File: config.mk
export PLATFORM = sky130hd
export DESIGN_NAME = fetch_queue
export DESIGN_NICKNAME = d
export VERILOG_FILES = /design/src/rtl/fetchq_pkg.sv /design/src/rtl/fetchq_fifo.sv /design/src/rtl/fetch_queue.sv
export SDC_FILE = /design/constraint.sdc
export NUM_CORES = 1
export LEC_CHECK = 0
export CORE_ASPECT_RATIO = 1.5
export CORE_MARGIN = 2
export CORE_UTILIZATION = 59
export CTS_CLUSTER_SIZE = 24
export DETAILED_ROUTE_END_ITERATION = 8
export PLACE_DENSITY_LB_ADDON = 0.15
export SYNTH_ARGS = -nofsm -noshare
export SYNTH_HDL_FRONTEND = slang
export SYNTH_SLANG_ARGS = --single-unit
export TNS_END_PERCENT = 20
File: constraint.sdc
create_clock -name clk -period 3.7 [get_ports clk]
set_input_delay 0.74 -clock clk [delete_from_list [all_inputs] [get_ports clk]]
set_output_delay 0.74 -clock clk [all_outputs]
set_load 0.05 [all_outputs]
File: src/rtl/fetchq_pkg.sv
// ============================================================================
// Module      : fetchq_pkg
// Description : Shared constants, entry type and width helper for the
//               instruction fetch queue.
// Revision    : 1.0 - initial release
// ============================================================================
`default_nettype none

package fetchq_pkg;

  localparam int          AW_DEF       = 32;
  localparam logic [31:0] RESET_PC_DEF = 32'h0000_0000;
  localparam logic [31:0] PC_STEP      = 32'd4;

  // One buffered fetch result: the instruction and the PC of the next word.
  typedef struct packed {
    logic [31:0] instr;
    logic [31:0] pc_plus4;
  } fq_entry_t;

  // Ceiling log2, used to size pointers (returns 0 for values <= 1).
  function automatic int clog2(input int value);
    int r;
    r = 0;
    while ((1 << r) < value) begin
      r = r + 1;
    end
    return r;
  endfunction

endpackage

`default_nettype wire

File: src/rtl/fetchq_fifo.sv
// ============================================================================
// Module      : fetchq_fifo
// Description : Generic synchronous FIFO with push, pop and clear. The head
//               entry is presented combinationally. DEPTH must be a power of
//               two so the pointers wrap naturally.
// Revision    : 1.0 - initial release
// ============================================================================
`default_nettype none

module fetchq_fifo
  import fetchq_pkg::*;
#(
  parameter  int WIDTH = 32,
  parameter  int DEPTH = 4,
  localparam int c_PW  = clog2(DEPTH),
  localparam int c_CW  = c_PW + 1
) (
  input  logic             clk,
  input  logic             rst_n,
  input  logic             i_push,
  input  logic [WIDTH-1:0] i_push_data,
  input  logic             i_pop,
  input  logic             i_clear,
  output logic [WIDTH-1:0] o_head_data,
  output logic             o_full,
  output logic             o_empty,
  output logic [c_CW-1:0]  o_count
);

  logic [WIDTH-1:0] r_mem [DEPTH];
  logic [c_PW-1:0]  r_wptr;
  logic [c_PW-1:0]  r_rptr;
  logic [c_CW-1:0]  r_count;
  logic             w_do_push;
  logic             w_do_pop;

  // Clear wins over everything; push into a full FIFO or pop from an empty one is ignored.
  assign w_do_push = i_push && !i_clear && (r_count != c_CW'(DEPTH));
  assign w_do_pop  = i_pop  && !i_clear && (r_count != '0);

  assign o_head_data = r_mem[r_rptr];
  assign o_full      = (r_count == c_CW'(DEPTH));
  assign o_empty     = (r_count == '0);
  assign o_count     = r_count;

  // Pointer and occupancy bookkeeping.
  always_ff @(posedge clk or negedge rst_n) begin
    if (!rst_n) begin
      r_wptr  <= '0;
      r_rptr  <= '0;
      r_count <= '0;
    end else if (i_clear) begin
      r_wptr  <= '0;
      r_rptr  <= '0;
      r_count <= '0;
    end else begin
      if (w_do_push) r_wptr <= r_wptr + 1'b1;
      if (w_do_pop)  r_rptr <= r_rptr + 1'b1;
      case ({w_do_push, w_do_pop})
        2'b10:   r_count <= r_count + 1'b1;
        2'b01:   r_count <= r_count - 1'b1;
        default: r_count <= r_count;
      endcase
    end
  end

  // Storage; cleared on reset so the head reads as zero while empty.
  always_ff @(posedge clk or negedge rst_n) begin
    if (!rst_n) begin
      for (int i = 0; i < DEPTH; i++) r_mem[i] <= '0;
    end else if (w_do_push) begin
      r_mem[r_wptr] <= i_push_data;
    end
  end

endmodule

`default_nettype wire

File: src/rtl/fetch_queue.sv
// ============================================================================
// Module      : fetch_queue
// Description : Instruction prefetch queue. Issues sequential word fetches to
//               a pipelined in-order instruction memory, buffers the returned
//               instructions with their PC+4, holds the head while decode
//               stalls and flushes on a taken-branch redirect.
//               Optional macro FETCHQ_BYPASS_EN: an undropped response that
//               arrives while the queue is empty is presented on out_* in the
//               same cycle.
// Revision    : 1.0 - initial release
// ============================================================================
`default_nettype none

module fetch_queue
  import fetchq_pkg::*;
#(
  parameter int            DEPTH    = 4,
  parameter int            AW       = AW_DEF,
  parameter logic [AW-1:0] RESET_PC = RESET_PC_DEF
) (
  input  logic          clk,
  input  logic          reset,
  output logic          imem_req,
  output logic [AW-1:0] imem_addr,
  input  logic          imem_rvalid,
  input  logic [AW-1:0] imem_rdata,
  input  logic          redirect_valid,
  input  logic [AW-1:0] redirect_pc,
  output logic          out_valid,
  output logic [AW-1:0] out_instr,
  output logic [AW-1:0] out_pc_plus4,
  input  logic          out_ready
);

  localparam int c_PW = clog2(DEPTH);
  localparam int c_CW = c_PW + 1;
  localparam int c_SW = c_CW + 1;
  localparam int c_EW = $bits(fq_entry_t);

  logic [AW-1:0]   r_fetch_pc;
  logic [c_CW-1:0] r_drop_cnt;
  logic [c_CW-1:0] w_occupancy;
  logic [c_CW-1:0] w_outstanding;
  logic [c_SW-1:0] w_credit_sum;
  logic [AW-1:0]   w_tag_head;
  logic [AW-1:0]   w_resp_pc4;
  fq_entry_t       w_push_entry;
  fq_entry_t       w_head_entry;
  logic            w_entry_full;
  logic            w_entry_empty;
  logic            w_tag_full;
  logic            w_tag_empty;
  logic            w_issue;
  logic            w_resp;
  logic            w_resp_live;
  logic            w_push;
  logic            w_pop;

  // Every issued request holds a credit until its response returns, so the
  // entry FIFO can never overflow. The in-flight count is the tag FIFO count.
  assign w_credit_sum = {1'b0, w_occupancy} + {1'b0, w_outstanding};
  assign w_issue      = reset && !redirect_valid && !w_tag_full &&
                        (w_credit_sum < c_SW'(DEPTH));
  assign imem_req     = w_issue;
  assign imem_addr    = r_fetch_pc;

  // A response without a matching tag cannot occur in a consistent system; it is ignored.
  assign w_resp       = imem_rvalid && !w_tag_empty;
  assign w_resp_pc4   = w_tag_head + AW'(PC_STEP);
  assign w_resp_live  = w_resp && (r_drop_cnt == '0) && !redirect_valid;
  assign w_push_entry = '{instr: imem_rdata, pc_plus4: w_resp_pc4};
  assign w_pop        = !w_entry_empty && out_ready && !redirect_valid;

`ifdef FETCHQ_BYPASS_EN
  logic w_bypass;
  assign w_bypass     = w_resp_live && w_entry_empty;
  assign w_push       = w_resp_live && !w_entry_full && !(w_bypass && out_ready);
  assign out_valid    = !w_entry_empty || w_bypass;
  assign out_instr    = w_bypass ? imem_rdata : w_head_entry.instr;
  assign out_pc_plus4 = w_bypass ? w_resp_pc4 : w_head_entry.pc_plus4;
`else
  assign w_push       = w_resp_live && !w_entry_full;
  assign out_valid    = !w_entry_empty;
  assign out_instr    = w_head_entry.instr;
  assign out_pc_plus4 = w_head_entry.pc_plus4;
`endif

  // Returned instructions with their PC+4; flushed by a redirect.
  fetchq_fifo #(
    .WIDTH (c_EW),
    .DEPTH (DEPTH)
  ) u_entry_fifo (
    .clk         (clk),
    .rst_n       (reset),
    .i_push      (w_push),
    .i_push_data (w_push_entry),
    .i_pop       (w_pop),
    .i_clear     (redirect_valid),
    .o_head_data (w_head_entry),
    .o_full      (w_entry_full),
    .o_empty     (w_entry_empty),
    .o_count     (w_occupancy)
  );

  // Addresses of in-flight requests; popped by every response, stale or not.
  fetchq_fifo #(
    .WIDTH (AW),
    .DEPTH (DEPTH)
  ) u_tag_fifo (
    .clk         (clk),
    .rst_n       (reset),
    .i_push      (w_issue),
    .i_push_data (r_fetch_pc),
    .i_pop       (w_resp),
    .i_clear     (1'b0),
    .o_head_data (w_tag_head),
    .o_full      (w_tag_full),
    .o_empty     (w_tag_empty),
    .o_count     (w_outstanding)
  );

  // Fetch address: a redirect wins, otherwise advance past each issued request.
  always_ff @(posedge clk or negedge reset) begin
    if (!reset) begin
      r_fetch_pc <= RESET_PC;
    end else if (redirect_valid) begin
      r_fetch_pc <= redirect_pc;
    end else if (w_issue) begin
      r_fetch_pc <= r_fetch_pc + AW'(PC_STEP);
    end
  end

  // Stale-response counter. Every request still in flight at a redirect
  // belongs to the abandoned path; an earlier redirect's stale requests are
  // already part of that in-flight set, so back-to-back redirects stay exact.
  always_ff @(posedge clk or negedge reset) begin
    if (!reset) begin
      r_drop_cnt <= '0;
    end else if (redirect_valid) begin
      r_drop_cnt <= w_outstanding - c_CW'(w_resp);
    end else if (w_resp && (r_drop_cnt != '0)) begin
      r_drop_cnt <= r_drop_cnt - 1'b1;
    end
  end

endmodule

`default_nettype wire

==> results_dict.tcl, run 1 <==
set metrics [dict create \
    fmax_mhz 280 \
    cts_sinks 433 \
    fin_nets 2114 \
    die_h_um 234 \
    tightest_slew_ns 1.10 \
    die_width_um 157 \
    cp-end-kind "primary output" \
    drc 0 \
    setup_tns_ns 0 \
    irDropWorstVdd_mv 0.435 \
    crit_buf_inv 2 \
    hpwlAfterDp_um 33300 \
    finalCriticalPeriod_ns 3.58 \
    grt_pass1_wl_um 85400 \
    grt-busiest-layer "met2" \
    port_buffers 166 \
    initialDrtViolationCount 1343 \
    ant_nets 0 \
    critical_path_class "reg2out" \
    cp.arrival_ns 2.84 \
    use_met1_pct 36.9 \
    yosys.area_share.simple_pct 17.9 \
    wl_per_cell_um 20.7 \
    r2r_slack_ns 0.57 \
    firstDrtPassIters 5 \
    rr_worst_depth 7 \
    clock_latency_ns 0.55 \
    gp_congestion 0.871 \
    yosys_register_bits 433 \
    synth_top_family_by_area "simple AND/OR/NAND/NOR gates" \
    antennaDiodeCount 0 \
    cts_setup_buffers 0 \
    layout_common_cells "553 x nand2_1, 430 x dfrtp_1, 161 x clkdlybuf4s50_1, 130 x mux2_2, 96 x mux4_2" \
    cts_made_buffers 41 \
    track_usage_pct 29.5 \
    yosysWarningCount 0 \
    async_flop_share_pct 100 \
    grt_use_met2_pct 53.0 \
    yosysSeqAreaShare_pct 52.3 \
    cp_top_family "buffers and inverters" \
    synth.distinct_cells 58 \
    initial_core_util_pct 59.4 \
    rows 84 \
    final_common_cell "nand2_1" \
    leakagePower_nw 11.0 \
    fin_skew_ns 0.0204 \
    die-area_um2 36700 \
    cts_tree "done" \
    synth_mux_area_share_pct 17.6 \
    synth_xor_area_share_pct 1.01 \
    layout-area-overhead-vs-synth_pct 17.0 \
    synth_fa_ha_area_share_pct 1.22 \
    gr-total-overflow 0 \
    critPathLaunchType "flop" \
    r2r-end "u_entry_fifo.r_mem[146]" \
    critPathMaxFanout 17 \
    crit_chain "buf_4 -> mux4_2 -> clkdlybuf4s50_1" \
    core_area_um2 34900 \
    antenna_found_initial 1 \
    synth_area_per_cell_um2 10.8 \
    status "complete, no violations" \
    cap_viol_max_count 0 \
    slowest_stage "clkdlybuf4s50_1" \
    syn-num-nets 2000 \
    grt_max_degree 199 \
    synth_compound_area_share_pct 6.74 \
    fillCellCount 2612 \
    synth_flop_cell "dfrtp_1" \
    grt_pass1_vias 16200 \
    drt-vias-per-instance 6.14 \
    drt-total-wl_um 52400 \
    finalCritPeriodShare_pct 96.7 \
    r2r_start "u_tag_fifo.r_rptr[0]" \
    holdWs_ns 0.310 \
    synthCells 1912 \
    finalSetupViolCount 0 \
    power_density_nw_per_um2 767 \
    synth_edf_count 0 \
    max-slew-margin-rel_pct 26.9 \
    clockRootBuffer "clkbuf_16" \
    cts_buffer_depth 3 \
    io_pins 167 \
    hold_path.class "in2async" \
    clk_transition_reported_paths_ns 0.06 \
    vias 15500 \
    htreeDepth 2 \
    slew_viol_final 0 \
    slowest_delay_ns 0.71 \
    grt_setup_unrepaired "no" \
    critPathRequiredTime_ns 2.96 \
    use_met3_pct 4.06 \
    drive_above_1_share_pct 17.3 \
    final_hold_viol_count 0 \
    netlist_area_um2 20700 \
]
## how the worst max path moves through the flow
stage	to	cells after the start	from
after global routing	out_instr[18]	3	u_entry_fifo.r_rptr[0]
after global placement	u_entry_fifo.r_mem[151]	6	imem_rvalid
after detailed placement	u_entry_fifo.r_mem[151]	6	imem_rvalid
after floorplan	imem_req	4	reset
after CTS	out_instr[23]	3	u_entry_fifo.r_rptr[0]
final	out_instr[27]	3	u_entry_fifo.r_rptr[0]
## repair_timing
action,4_1_cts,5_1_grt
endpoints found under the setup margin,0,2
resized for setup,0,2
hold buffers,0,0
## routing by layer
metal	wire, µm	up-vias
li1	-	7014
met1	20700	7885
met2	27600	526
met3	2670	110
met4	1510	0
met5	0	-
## power breakdown
group	switching (W)	leakage [nW]	internal [W]
sequential	0.000899	5.71	0.00595
combinational	0.00444	4.65	0.00310
clock	0.00179	0.668	0.00243
total	0.00713	11.0	0.0115
## synth_stat cells, drive strengths merged, types with 22 or more instances
| cell | count | area, µm² |
|---|---|---|
| nand2 | 553 | 2080 |
| dfrtp | 433 | 10800 |
| mux2 | 130 | 1460 |
| clkbuf | 105 | 394 |
| mux4 | 96 | 2160 |
| o21ai | 86 | 430 |
| nand3 | 68 | 345 |
| nor2 | 49 | 184 |
| or4 | 37 | 278 |
| buf | 36 | 188 |
| o211ai | 35 | 263 |
| nand4 | 28 | 190 |
| nor4 | 25 | 163 |
| a31oi | 23 | 144 |
| inv | 23 | 86.3 |
| and3 | 22 | 138 |
## final cells by class
| type | count | area, µm² | area share, % |
|---|---|---|---|
| sequential | 433 | 10800 | 44.7 |
| multi-input combinational | 1315 | 9230 | 38.1 |
| timing repair buffer | 212 | 2170 | 8.95 |
| clock buffer | 62 | 1230 | 5.06 |
| tap | 473 | 592 | 2.44 |
| clock inverter | 12 | 114 | 0.469 |
| inverter | 23 | 86.3 | 0.356 |
## stage by stage
step                instances  cell area (µm²)  total power, W  util (%)  worst slack, ns
floorplan                1912            20700          0.0121         -            0.697
global placement         2456            22900          0.0142      65.7            0.449
detailed placement       2456            22900          0.0145      65.7            0.365
CTS                      2530            24300          0.0187      69.5           0.0581
global route             2530            24300          0.0195      69.5          0.00623
finish                   2530            24300          0.0186      69.5            0.123
## cells by family (layout without fill, tap and decap cells)
logic type	count (synthesis)	after routing
AND/OR/NAND/NOR	834	834
XOR/XNOR	24	24
flip-flops	433	433
buffers and inverters	164	309
adder cells (fa/ha/maj)	19	19
multiplexers	229	229
AO/OA/AOI/OAI	209	209
## state kept, by name (all words and copies together) (netlist names)
signal,flops
imem_addr,32
r_drop_cnt,3
u_entry_fifo.o_count,3
u_entry_fifo.r_mem,256
u_entry_fifo.r_rptr,2
u_entry_fifo.r_wptr,2
u_tag_fifo.o_count,3
u_tag_fifo.r_mem,128
u_tag_fifo.r_rptr,2
u_tag_fifo.r_wptr,2
No activity file was read; power rests on OpenSTA's default activity.
==> run 2, diff against run 1 <==
--- a/config.mk
+++ b/config.mk
@@ -5,6 +5,7 @@
 export SDC_FILE = /design/constraint.sdc
 export NUM_CORES = 1
 export LEC_CHECK = 0
+export ABC_AREA = 1
 export CORE_ASPECT_RATIO = 1.5
 export CORE_MARGIN = 2
 export CORE_UTILIZATION = 59
==> results_dict.tcl, run 2 <==
set metrics [dict create \
    status "complete, no violations" \
    io_pins 167 \
    synth_edf_count 0 \
    setup_ws_ns 0.336 \
    finalInstanceArea_um2 24500 \
    cts_tree "done" \
    gp_congestion 0.949 \
    largest_register_ff_count 256 \
    clkPwrFrac_pct 23.3 \
    finalSetupViolCount 0 \
    fin_nets 2961 \
    hpwlAfterDp_um 36600 \
    slew_viol_final 0 \
    final_common_cell "nand2_1" \
    yosysTopAreaCellShare_pct 50.9 \
    antennaDiodeCount 0 \
    initial_core_util_pct 59.6 \
    die_width_um 159 \
    p_switching_w 0.00812 \
    fin_skew_ns 0.0181 \
    power_density_nw_per_um2 776 \
    irDropWorstVdd_mv 0.408 \
    finalCritPeriodShare_pct 90.9 \
    cts_buffer_depth 3 \
    switching_share_pct 42.7 \
    track_usage_pct 31.1 \
    cp.arrival_ns 2.62 \
    wl_per_cell_um 17.2 \
    cts_resized 0 \
    syn-num-nets 2866 \
    async_flop_share_pct 100 \
    drt-vias-per-instance 5.66 \
    slowest_stage "clkinv_2" \
    critPathMaxFanout 50 \
    grt_pass1_vias 19200 \
    synthCells 2778 \
    numPlacedInstances 3306 \
    yosysWarningCount 0 \
    cp-end-kind "primary output" \
    power.internal_w 0.0109 \
    netlist_area_um2 21300 \
    final_hold_viol_count 0 \
    slowest_delay_ns 0.56 \
    htreeDepth 2 \
    initialDrtViolationCount 1962 \
    synth_commonest_cells "1224 x nand2_1, 433 x dfrtp_1, 308 x o21ai_0, 199 x nor2_1, 126 x nand3_1" \
    port_buffers 166 \
    yosysSeqAreaShare_pct 50.9 \
    place_area_um2 23100 \
    firstDrtPassIters 6 \
    hold_path.class "in2async" \
    gr-total-overflow 0 \
    rows 85 \
    cts_setup_buffers 0 \
    fmax_mhz 297 \
    synth_area_leaders "dfrtp_1 51%, nand2_1 22%, o21ai_0 7.2%, nor2_1 3.5%, nand3_1 3.0%" \
    ant_nets 0 \
    grt_pass1_wl_um 95800 \
    p_comb_share_pct 41.5 \
    synth.most_common_cell "nand2_1" \
    synth_flop_cell "dfrtp_1" \
    cts_made_buffers 43 \
    yosys_register_bits 433 \
    clk_transition_reported_paths_ns 0.07 \
    leakagePower_nw 12.6 \
    dp_slack_ns 0.814 \
    drive_above_1_share_pct 8.15 \
    synth.distinct_cells 42 \
    drc 0 \
    antenna_found_initial 0 \
    crit_chain "clkinv_2 -> buf_12 -> o21ai_0 -> o22ai_1 -> buf_4" \
    synth_area_per_cell_um2 7.66 \
    pwr-share-seq_pct 35.2 \
    grt_setup_unrepaired "no" \
    core_area_um2 35700 \
    layout_common_cells "1220 x nand2_1, 430 x dfrtp_1, 308 x o21ai_0, 199 x nor2_1, 126 x nand3_1" \
    die-area_um2 37700 \
    cts_sinks 433 \
    vias 19200 \
    die_h_um 237 \
    critPathLaunchType "flop" \
    critPathRequiredTime_ns 2.96 \
    synth_top_area_cell "dfrtp_1" \
    regMostFlops "u_entry_fifo.r_mem" \
    clock_latency_ns 0.55 \
    layoutNonFillerInstCount 3385 \
    clockRootBuffer "clkbuf_16" \
    cp_top_family "buffers and inverters" \
    finalCriticalPeriod_ns 3.36 \
    drt-total-wl_um 58200 \
    cap_viol_max_count 0 \
    critical_path_class "reg2out" \
    layout-area-overhead-vs-synth_pct 15.2 \
    max-slew-margin-rel_pct 24.5 \
    tightest_slew_ns 1.13 \
    setup_tns_ns 0 \
    grt_max_degree 187 \
    hold_buffers 0 \
    crit_buf_inv 3 \
]
-- run 2: final cells by class --
cell class              count  area [µm²]
well taps                 478         598
fillers                  3035       11200
clock inverters            11         109
flip-flops and latches    433       10800
clock buffers              68        1320
repair buffers            206        1940
multi-input cells        2099        9380
inverters                  90         344
-- run 2: kinds of logic after synthesis --
group                    synth area share (%)
AND/OR/NAND/NOR                          29.9
AO/OA/AOI/OAI                            11.4
flip-flops                               50.9
buffers and inverters                    5.10
XOR/XNOR                                 1.49
adder cells (fa/ha/maj)                  1.19
-- run 2: path summary, 6_finish.rpt --
kind	start	end	slack [ns]	depth (start not counted)
worst max-delay path	u_entry_fifo.r_rptr[0]	out_instr[11]	0.34	5
worst min-delay path	reset	u_entry_fifo.r_mem[125]	0.04	1
worst max register to register	u_tag_fifo.r_rptr[0]	u_entry_fifo.r_mem[155]	0.84	14
worst min register to register	u_entry_fifo.r_mem[99]	u_entry_fifo.r_mem[99]	0.47	2
max in group asynchronous	reset	u_tag_fifo.r_mem[96]	1.81	3
min in group clk	u_entry_fifo.r_mem[99]	u_entry_fifo.r_mem[99]	0.47	2
-- run 2: routing by layer --
layer	track usage (%)	share of wire [%]	vias up
met5	0	0	-
met2	54.9	51	712
met3	3.75	5.4	124
met1	38.4	41	9233
li1	-	-	9107
met4	14.0	3.4	0
-- run 2: stage by stage --
| stage | hold WS [ns] | power (W) | util, % |
|---|---|---|---|
| 3_5_place_dp | 0.460 | 0.0146 | 64.6 |
| 6_report | 0.0378 | 0.0190 | 68.6 |
| 2_1_floorplan | 0.444 | 0.0123 | - |
| 3_3_place_gp | 0.456 | 0.0144 | 64.6 |
| 5_1_grt | 0.0476 | 0.0202 | 68.6 |
| 4_1_cts | 0.0354 | 0.0190 | 68.6 |
-- run 2: power groups by stage --
| stage | sequential, W | clock [W] | combinational (W) |
|---|---|---|---|
| after CTS | 0.00668 | 0.00448 | 0.00789 |
| final | 0.00671 | 0.00443 | 0.00790 |
| after global routing | 0.00684 | 0.00469 | 0.00869 |
| after floorplan | 0.00679 | 0 | 0.00553 |
| after global placement | 0.00670 | 0 | 0.00765 |
| after detailed placement | 0.00675 | 0 | 0.00785 |
==> run 3, diff against run 2 <==
--- a/config.mk
+++ b/config.mk
@@ -7,7 +7,7 @@
 export LEC_CHECK = 0
 export ABC_AREA = 1
 export CORE_ASPECT_RATIO = 1.5
-export CORE_MARGIN = 2
+export CORE_MARGIN = 10
 export CORE_UTILIZATION = 59
 export CTS_CLUSTER_SIZE = 24
 export DETAILED_ROUTE_END_ITERATION = 8
==> results_dict.tcl, run 3 (same netlist as run 2, synthesis figures left out) <==
set metrics [dict create \
    grt_pass1_vias 19000 \
    slew_viol_final 0 \
    irDropWorstVdd_mv 0.438 \
    hold_path.class "reg2reg" \
    critPathRequiredTime_ns 2.96 \
    clk_transition_reported_paths_ns 0.06 \
    ant_nets 0 \
    cp_top_family "buffers and inverters" \
    clockRootBuffer "clkbuf_16" \
    cts_sinks 433 \
    initialDrtViolationCount 2028 \
    firstDrtPassIters 9 \
    drc 1 \
    fin_nets 2958 \
    setup_tns_ns 0 \
    drt-total-wl_um 58600 \
    core_area_um2 35700 \
    antennaDiodeCount 0 \
    clkPwrFrac_pct 23.5 \
    finalCritPeriodShare_pct 92.0 \
    regMostFlops "u_entry_fifo.r_mem" \
    io_pins 167 \
    cts_made_buffers 42 \
    gp_congestion 0.950 \
    die-area_um2 44200 \
    cp.arrival_ns 2.66 \
    drive_above_1_share_pct 8.07 \
    tightest_slew_ns 1.07 \
    drt-vias-per-instance 5.67 \
    critPathMaxFanout 43 \
    die_width_um 175 \
    r2r_start "u_tag_fifo.r_rptr[0]" \
    fin_skew_ns 0.0152 \
    max-slew-margin-rel_pct 28.9 \
    switching_share_pct 42.7 \
    htreeDepth 2 \
    fmax_mhz 294 \
    track_usage_pct 26.3 \
    leakagePower_nw 12.6 \
    finalInstanceArea_um2 24500 \
    power.internal_w 0.0109 \
    antenna_found_initial 0 \
    die_h_um 253 \
    critical_path_class "reg2out" \
    gr-total-overflow 0 \
    slowest_stage "dfrtp_4" \
    crit_buf_inv 3 \
    largest_register_ff_count 256 \
    vias 19200 \
    finalCriticalPeriod_ns 3.40 \
    p_switching_w 0.00814 \
    crit_start "u_entry_fifo.r_rptr[0]" \
    rows 85 \
    place_area_um2 23000 \
    crit_chain "clkinv_2 -> buf_4 -> o21ai_0 -> o22ai_1 -> buf_4" \
    cp_common_cell "buf_4" \
    slowest_delay_ns 0.50 \
    layout_common_cells "1220 x nand2_1, 430 x dfrtp_1, 308 x o21ai_0, 199 x nor2_1, 126 x nand3_1" \
    cap_viol_max_count 0 \
    power_density_nw_per_um2 779 \
    violations "design-rule violations" \
    layout-area-overhead-vs-synth_pct 15.0 \
    initial_core_util_pct 59.6 \
    cts_buffer_depth 3 \
    holdWs_ns 0.473 \
    hpwlAfterDp_um 37200 \
    grt_setup_unrepaired "no" \
    cts_tree "done" \
    finalSetupViolCount 0 \
    grt_max_degree 182 \
    status "finished with violations" \
    clock_latency_ns 0.56 \
    critPathLaunchType "flop" \
    pwr-share-seq_pct 35.2 \
    wl_per_cell_um 17.3 \
    port_buffers 166 \
    cts_resized 0 \
    min_from "u_entry_fifo.r_mem[102]" \
    finish.utilization_pct 68.5 \
    final_common_cell "nand2_1" \
    cp-end-kind "primary output" \
    p_comb_share_pct 41.2 \
    grt_pass1_wl_um 96600 \
    final_hold_viol_count 0 \
]
[run 3: changes by cell type in the layout (fill, tap and decap cells not counted), sizes merged]
cell         previous run  this run
buf                   107       104
bufinv                  2         4
clkbuf                 68        62
dlygate4sd3             0         1
[run 3: stage by stage]
step,setup WS [ns],total power (W),instances
6_report,0.296,0.0191,3379
3_3_place_gp,0.769,0.0144,3303
3_5_place_dp,0.721,0.0146,3303
2_1_floorplan,0.902,0.0123,2778
4_1_cts,0.319,0.0191,3379
5_1_grt,0.229,0.0203,3379
[run 3: worst reg2reg max path, stage by stage, from the launching register on]
cell,delay (ns)
dfrtp_2,0.57
inv_6,0.24
buf_4,0.46
nand2_1,0.15
nand2_1,0.09
nand2_1,0.05
nand2_1,0.15
nand2_1,0.11
nor2_1,0.13
nand2_1,0.07
nor2_1,0.37
nand2_1,0.13
nand2_1,0.10
nand2_2,0.09
nand2_1,0.07
nand2_1,0.05
[run 3: path summary, 6_finish.rpt]
kind,slack [ns],cells past startpoint,end
max,0.30,5,out_pc_plus4[13]
min in group asynchronous,0.57,2,u_entry_fifo.r_mem[58]
min reg2reg,0.47,2,u_entry_fifo.r_mem[102]
max in group asynchronous,1.20,4,u_entry_fifo.r_mem[97]
max reg2reg,0.75,15,u_entry_fifo.r_mem[91]
min,0.47,2,u_entry_fifo.r_mem[102]
[run 3: timing repair]
| item | 4_1_cts | 5_1_grt |
|---|---|---|
| hold buffers | 1 | 0 |
| endpoints found under the hold margin | 5 | 0 |
| buffers inserted | 0 | 0 |
[run 3: area by class of cell]
class,instances,area [µm²]
multi-input cells,2099,9380
clock inverters,13,188
flip-flops and latches,433,10800
repair buffers,204,1870
inverters,90,344
fillers,3066,11300
well taps,478,598
clock buffers,62,1260
[run 3: power groups by stage]
stage          Sequential, W  Combinational (W)  Clock (W)
2_1_floorplan        0.00679            0.00553          0
3_3_place_gp         0.00672            0.00768          0
3_5_place_dp         0.00677            0.00784          0
4_1_cts              0.00670            0.00789    0.00455
5_1_grt              0.00686            0.00868    0.00474
6_report             0.00672            0.00786    0.00449
[run 3: per-layer routing]
| layer | vias to the layer above | part of all wire (%) | global-route usage (%) |
|---|---|---|---|
| met5 | - | 0 | 0 |
| met4 | 0 | 3.1 | 9.30 |
| met3 | 109 | 5.9 | 3.92 |
| met2 | 728 | 51 | 46.3 |
| met1 | 9235 | 40 | 32.2 |
| li1 | 9094 | - | - |
